===== src/rtl/fifo_buffer_multi.sv =====
// Multi-channel FIFO: NUM_CHANNELS queues sharing one write port and one read port, with count/almost-full/flush.
// Optional sticky overflow/underflow flags when FIFO_ERR_FLAGS_EN is defined.
module fifo_buffer_multi #(
  parameter int DATA_WIDTH         = 36,
  parameter int BUFFER_ADDR_WIDTH  = 5,
  parameter int NUM_CHANNELS       = 4,
  parameter int ALMOST_FULL_THRESH = 28,
  localparam int CH_WIDTH = (NUM_CHANNELS > 1) ? $clog2(NUM_CHANNELS) : 1
) (
  input  logic                                         clk,
  input  logic                                         reset,
  input  logic [DATA_WIDTH-1:0]                        data_i,
  input  logic                                         wren_i,
  input  logic [CH_WIDTH-1:0]                          wr_ch_i,
  input  logic                                         rden_i,
  input  logic [CH_WIDTH-1:0]                          rd_ch_i,
  input  logic                                         flush_i,
  input  logic [CH_WIDTH-1:0]                          flush_ch_i,
  output logic [DATA_WIDTH-1:0]                        data_o,
  output logic                                         valid_o,
  output logic [CH_WIDTH-1:0]                          rd_ch_o,
  output logic [NUM_CHANNELS-1:0]                      empty_o,
  output logic [NUM_CHANNELS-1:0]                      full_o,
  output logic [NUM_CHANNELS-1:0]                      almost_full_o,
  output logic [NUM_CHANNELS*(BUFFER_ADDR_WIDTH+1)-1:0] count_o
`ifdef FIFO_ERR_FLAGS_EN
  ,
  output logic [NUM_CHANNELS-1:0]                      overflow_o,
  output logic [NUM_CHANNELS-1:0]                      underflow_o
`endif
);

  localparam int BA    = BUFFER_ADDR_WIDTH;
  localparam int DEPTH = 1 << BA;
  localparam int CW    = BA + 1;

  typedef logic [BA:0] ptr_t;

  ptr_t wr_ptr_q [NUM_CHANNELS];
  ptr_t wr_ptr_d [NUM_CHANNELS];
  ptr_t rd_ptr_q [NUM_CHANNELS];
  ptr_t rd_ptr_d [NUM_CHANNELS];
  ptr_t count_w  [NUM_CHANNELS];

  logic [DATA_WIDTH-1:0] mem_q [NUM_CHANNELS][DEPTH];

  logic [NUM_CHANNELS-1:0] flush_hit, wr_hit, rd_hit, wr_acc, rd_acc;
  logic [NUM_CHANNELS-1:0] empty_w, full_w;

  logic [DATA_WIDTH-1:0] data_q, data_d, rd_word;
  logic                  valid_q, valid_d;
  logic [CH_WIDTH-1:0]   rd_ch_q, rd_ch_d;

  // Channel decode doubles as the range check: an out-of-range select matches no channel.
  always_comb begin
    flush_hit     = '0;
    wr_hit        = '0;
    rd_hit        = '0;
    wr_acc        = '0;
    rd_acc        = '0;
    empty_w       = '0;
    full_w        = '0;
    almost_full_o = '0;
    count_o       = '0;
    for (int c = 0; c < NUM_CHANNELS; c++) begin
      count_w[c]   = wr_ptr_q[c] - rd_ptr_q[c];
      empty_w[c]   = (count_w[c] == '0);
      full_w[c]    = (count_w[c] == CW'(DEPTH));
      almost_full_o[c] = (count_w[c] >= CW'(ALMOST_FULL_THRESH));
      count_o[c*CW +: CW] = count_w[c];
      flush_hit[c] = flush_i && (flush_ch_i == CH_WIDTH'(c));
      wr_hit[c]    = wren_i && (wr_ch_i == CH_WIDTH'(c)) && !flush_hit[c];
      rd_hit[c]    = rden_i && (rd_ch_i == CH_WIDTH'(c)) && !flush_hit[c];
      wr_acc[c]    = wr_hit[c] && !full_w[c];
      rd_acc[c]    = rd_hit[c] && !empty_w[c];
      wr_ptr_d[c]  = flush_hit[c] ? '0 : wr_ptr_q[c] + ptr_t'(wr_acc[c]);
      rd_ptr_d[c]  = flush_hit[c] ? '0 : rd_ptr_q[c] + ptr_t'(rd_acc[c]);
    end
  end

  assign empty_o = empty_w;
  assign full_o  = full_w;

  always_comb begin
    rd_word = '0;
    for (int c = 0; c < NUM_CHANNELS; c++) begin
      if (rd_acc[c]) rd_word = mem_q[c][rd_ptr_q[c][BA-1:0]];
    end
  end

  always_comb begin
    valid_d = |rd_acc;
    data_d  = data_q;
    rd_ch_d = rd_ch_q;
    if (valid_d) begin
      data_d  = rd_word;
      rd_ch_d = rd_ch_i;
    end
  end

  always_ff @(posedge clk) begin
    if (!reset) begin
      for (int c = 0; c < NUM_CHANNELS; c++) begin
        wr_ptr_q[c] <= '0;
        rd_ptr_q[c] <= '0;
      end
      data_q  <= '0;
      valid_q <= 1'b0;
      rd_ch_q <= '0;
    end else begin
      for (int c = 0; c < NUM_CHANNELS; c++) begin
        wr_ptr_q[c] <= wr_ptr_d[c];
        rd_ptr_q[c] <= rd_ptr_d[c];
      end
      data_q  <= data_d;
      valid_q <= valid_d;
      rd_ch_q <= rd_ch_d;
    end
  end

  // Storage is deliberately left unreset; pointers alone define the contents.
  always_ff @(posedge clk) begin
    for (int c = 0; c < NUM_CHANNELS; c++) begin
      if (wr_acc[c]) mem_q[c][wr_ptr_q[c][BA-1:0]] <= data_i;
    end
  end

  assign data_o  = data_q;
  assign valid_o = valid_q;
  assign rd_ch_o = rd_ch_q;

`ifdef FIFO_ERR_FLAGS_EN
  logic [NUM_CHANNELS-1:0] ovf_q, ovf_d, udf_q, udf_d;

  always_comb begin
    ovf_d = ovf_q;
    udf_d = udf_q;
    for (int c = 0; c < NUM_CHANNELS; c++) begin
      if (flush_hit[c]) begin
        ovf_d[c] = 1'b0;
        udf_d[c] = 1'b0;
      end else begin
        ovf_d[c] = ovf_q[c] | (wr_hit[c] & full_w[c]);
        udf_d[c] = udf_q[c] | (rd_hit[c] & empty_w[c]);
      end
    end
  end

  always_ff @(posedge clk) begin
    if (!reset) begin
      ovf_q <= '0;
      udf_q <= '0;
    end else begin
      ovf_q <= ovf_d;
      udf_q <= udf_d;
    end
  end

  assign overflow_o  = ovf_q;
  assign underflow_o = udf_q;
`else
  // Dropped requests leave no trace.
`endif

endmodule

===== config.mk =====
export PLATFORM = sky130hd
export DESIGN_NAME = fifo_buffer_multi
export DESIGN_NICKNAME = d
export VERILOG_FILES = /design/src/rtl/fifo_buffer_multi.sv
export SDC_FILE = /design/constraint.sdc
export NUM_CORES = 2
export LEC_CHECK = 0
export ABC_CLOCK_PERIOD_IN_PS = 15650
export BUFFER_PORTS_ARGS = -buffer_cell sky130_fd_sc_hd__buf_4
export CAP_MARGIN = 10
export CORE_MARGIN = 2
export CORE_UTILIZATION = 50
export CTS_BUF_LIST = sky130_fd_sc_hd__clkbuf_8 sky130_fd_sc_hd__clkbuf_16
export DETAILED_ROUTE_END_ITERATION = 6
export PLACE_DENSITY = 0.65
export SLEW_MARGIN = 20
export SYNTH_ARGS = -nofsm -noshare
export SYNTH_HDL_FRONTEND = slang
export SYNTH_MEMORY_MAX_BITS = 65536
export SYNTH_SLANG_ARGS = --single-unit

===== constraint.sdc =====
create_clock -name clk -period 15.65 [get_ports clk]
set_clock_uncertainty 0.1 [all_clocks]
set_input_delay 2.3475 -clock clk [delete_from_list [all_inputs] [get_ports clk]]
set_output_delay 2.3475 -clock clk [all_outputs]
set_load 0.02 [all_outputs]

# Yosys cells after proc, flatten, opt, wreduce, memory -nomap -nowiden
# Memory sizes are Yosys's and may differ from the RTL's.
# Index checks and enable logic that the tools add are counted.
# word_totals
regBits,39
latchBits,0
mem_bits_rw,4656
romBits,0
input_bits,47
output_inout_bits,75
wordCells,177
memories,3
# mem_list
memory,words,word_bits,rd,rd_clocked_by_memory_dff,write_ports,line,rtl
mem_q,4,1152,4,0,1,45,logic [DATA_WIDTH-1:0] mem_q [NUM_CHANNELS][DEPTH];
rd_ptr_q,4,6,4,0,4,41,ptr_t rd_ptr_q [NUM_CHANNELS];
wr_ptr_q,4,6,4,0,4,39,ptr_t wr_ptr_q [NUM_CHANNELS];
# classes
add_sub_neg,12
multipliers,0
div,0
magnitude_cmp,16
eq_ne,13
shift,0
mux,59
n_bitwise,16
reduce_logical,55
# op_table
operator,n
$mux W1152,10
$reduce_or A1152 Y1,3
$bmux W36 S5,4
$demux W36 S5,4
$mux W36,16
$mux W6,16
$add A6 B1 Y6,8
$ge A6 B6 Y1 const B,8
$not A5 Y6,8
$logic_and A1 B1 Y1,32
$eq A6 B6 Y1 const B,4
$ge A6 B5 Y1 const B,4
$logic_not A6 Y1,4
$lt A6 B1 Y1 const B,4
$sub A6 B6 Y6,4
$eq A2 B2 Y1 const B,6
$logic_not A1 Y1,12
$or A1 B1 Y1,8
$eq A2 B1 Y1 const B,3
$logic_not A2 Y1,3
$mux W1,6
$mux W2,3
$reduce_or A4 Y1,1

# Logic depth before layout (Yosys ltp)
# depth
depth_word,11
depth_mapped,20
mapped_depth_nobuf,15

# Worst setup path before layout
# Ideal clock, no wire load.
# synth_path
kind,register to output
startpoint,memory rd_ptr_q[0][1] in the netlist's numbering
endpoint,output empty_o[0]
arrival_time_ns,3.387
required_time_ns,13.203
setup_slack_ns,9.816
stages_incl_launch_ff,13
path_buffers,7
cell_sequence,dfxtp_1 buf_4 buf_4 buf_2 buf_4 buf_4 inv_1 fa_1 nor4_1 mux2i_1 nor4_4 buf_6 clkbuf_1
# synth_lines
item,line,rtl
from (decl),41,
to (decl),22,"output logic [NUM_CHANNELS-1:0] empty_o,"

==> impl_metrics.tcl <==
set metrics [dict create \
    final_cell_mix "edfxtp_1 (4608), mux4_2 (818), mux2i_1 (546), clkbuf_16 (454), buf_4 (357)" \
    yosysTopAreaCell "edfxtp_1" \
    grt_max_degree 145 \
    period_needed_ps 6750 \
    synth_enable_flop_cells 4608 \
    cts_buffers 450 \
    fmax_ghz 0.148 \
    globalRoute.totalOverflow 0 \
    ys_seq_area_share_pct 77.4 \
    cts.sinks 4695 \
    die_h_um 606 \
    hold_buffers 0 \
    coreArea_um2 360000 \
    fillCellCount 25900 \
    cts_setup_buffers 0 \
    syn_nets 8798 \
    peakVddDrop_mv 0.104 \
    cts-root-buf "clkbuf_16" \
    grt_use_total_pct 27.5 \
    clock_latency_ps 990 \
    vias_per_cell 6.47 \
    clk_pin_slew_ps 60 \
    grt_pass1_wl_um 703000 \
    drv_cap 0 \
    grt_setup_unrepaired "false" \
    layout-drive-gt1-share_pct 22.5 \
    yosysUniqueCellTypes 83 \
    synth_ff_type "edfxtp_1" \
    cpMaxStageDelayCell "dfxtp_1" \
    crit_chain "inv_1 > ha_1 > o21ai_1 > a2111oi_1 > nor2_1 > and2_1 > nor3_1 > buf_4" \
    setup_violations 0 \
    die_x_um 606 \
    ant_nets 0 \
    wl_um 509000 \
    syn_area_um2 181000 \
    utilization_pct 56.9 \
    start_util_pct 50.3 \
    arrival_ps 4300 \
    r2r_slack_ps 9740 \
    worst_pin_slew_ps 1320 \
    core.rowCount 220 \
    violations "design-rule violations" \
    synth_top_area_share_pct 76.4 \
    nNetsFinal 9183 \
    place.gp.congestion 0.959 \
    htree_levels 5 \
    power_density_nw_per_um2 124 \
    netlist_instances 8711 \
    portBuffers 121 \
    status "finished, violations left" \
    critical_path.top_delay_family "simple AND/OR/NAND/NOR gates" \
    slew_headroom_pct 11.6 \
    io_pins 122 \
    critPathKind "reg -> out" \
    synth_area_leaders "edfxtp_1 (76%), mux4_2 (10%), mux2i_1 (3.0%)" \
    period_share_pct 43.1 \
    dieArea_um2 367000 \
    ys_warn_count 0 \
    synth-seq-cells 4695 \
    area_growth_pct 13.2 \
    layout_commonest_cell "edfxtp_1" \
    cts_tree "done" \
    clockBufferDepth 4 \
    synthArstFlopShare_pct 0 \
    start_kind "register" \
    critPathMaxStageDelay_ps 640 \
    required_ps 13200 \
    hold_violations 0 \
    antenna_found_initial 38 \
    leakagePower_nw 62.0 \
    synth_area_per_cell_um2 20.8 \
    drv_slew 0 \
    grt_pass1_vias 88900 \
    vias 92400 \
    tns_ps 0 \
    cts_resized 0 \
    wl_per_cell_um 35.7 \
    drt_pre_antenna_iters 7 \
    drc 1 \
    drt_iter0_markers 14200 \
    end_kind "primary output" \
    critPathBufInv 2 \
    post-dp-hpwl_um 317000 \
    crit_fanout 14 \
    hold_path_class "reg -> reg" \
]
==> area by class of cell <==
type | count | area, um^2 | area share [%]
Clock inverter | 365 | 3260 | 1.59
Antenna cell | 25 | 62.6 | 0.0305
Inverter | 42 | 158 | 0.0770
Clock buffer | 468 | 11600 | 5.64
Tap cell | 4773 | 5970 | 2.92
Multi-Input combinational cell | 3474 | 39200 | 19.2
Sequential cell | 4695 | 140000 | 68.4
Timing Repair Buffer | 433 | 4460 | 2.18
==> where the power goes <==
| group | total [W] | switching [W] | internal, W |
|---|---|---|---|
| Combinational | 0.000687 | 0.000532 | 0.000155 |
| Clock | 0.0109 | 0.00469 | 0.00619 |
| Sequential | 0.0138 | 0.0000280 | 0.0138 |
==> cell families after synthesis <==
kind of cell | count (synthesis) | share of synthesized area, %
compound gates | 1089 | 4.33
xor+xnor | 46 | 0.223
fa+ha+maj | 40 | 0.293
buf+inv | 542 | 1.53
flops | 4695 | 77.4
mux | 1431 | 13.8
simple gates | 868 | 2.38
==> stage by stage <==
step | hold WS [ps] | setup WS, ps | total power, W | std cells | cell area (um^2)
after floorplan | 370 | 9820 | 0.0143 | 8711 | 181000
after global placement | 363 | 8550 | 0.0148 | 13300 | 188000
after detailed placement | 370 | 8600 | 0.0148 | 13400 | 189000
after CTS | 387 | 8930 | 0.0255 | 14200 | 204000
after global routing | 417 | 8740 | 0.0260 | 14300 | 205000
final | 384 | 8900 | 0.0254 | 14300 | 205000
==> final timing paths <==
| check | startpoint | to | cells after the start |
|---|---|---|---|
| setup / recovery | rd_ptr_q[3][2] | full_o[3] | 8 |
| hold / removal | data_o[4] | data_o[4] | 1 |
| setup reg to reg | rd_ptr_q[2][0] | data_o[35] | 10 |
| hold reg to reg | data_o[4] | data_o[4] | 1 |
==> cells in the mapped netlist (56+ instances only) <==
library cell and n:
a211oi_1 172, a21oi_1 146, a221oi_1 111, a22o_1 56, a22oi_1 154, buf_1 57, buf_2 143, buf_4 62
clkbuf_1 202, dfxtp_1 87, edfxtp_1 4608, mux2i_1 546, mux4_2 818, nand2_1 164, nand3_1 83, nor2_1 286
nor2b_1 101, o21ai_0 100, o22ai_1 119
==> per-layer routing <==
| layer | global-route usage (%) | wire, um |
|---|---|---|
| met1 | 38.7 | 192000 |
| met2 | 42.5 | 238000 |
| met3 | 5.30 | 53200 |
| met4 | 11.8 | 25700 |
| met5 | 0 | 82 |
==> worst reg2reg max path: stages (launching register included) <==
cell	delay [ps]
dfxtp_4	680
buf_4	710
buf_4	800
buf_4	780
mux4_2	690
nor2_1	130
nor2_1	60
o21ai_0	920
a211oi_1	470
nor4_1	380
o2bb2ai_1	100
==> registers in the layout, indices dropped and copies added, names as in the netlist <==
name / cells
mem_q: 4608
valid_o: 1
wr_ptr_q: 24
rd_ptr_q: 24
rd_ch_o: 2
data_o: 36
No activity file was read; power rests on OpenSTA's default activity.
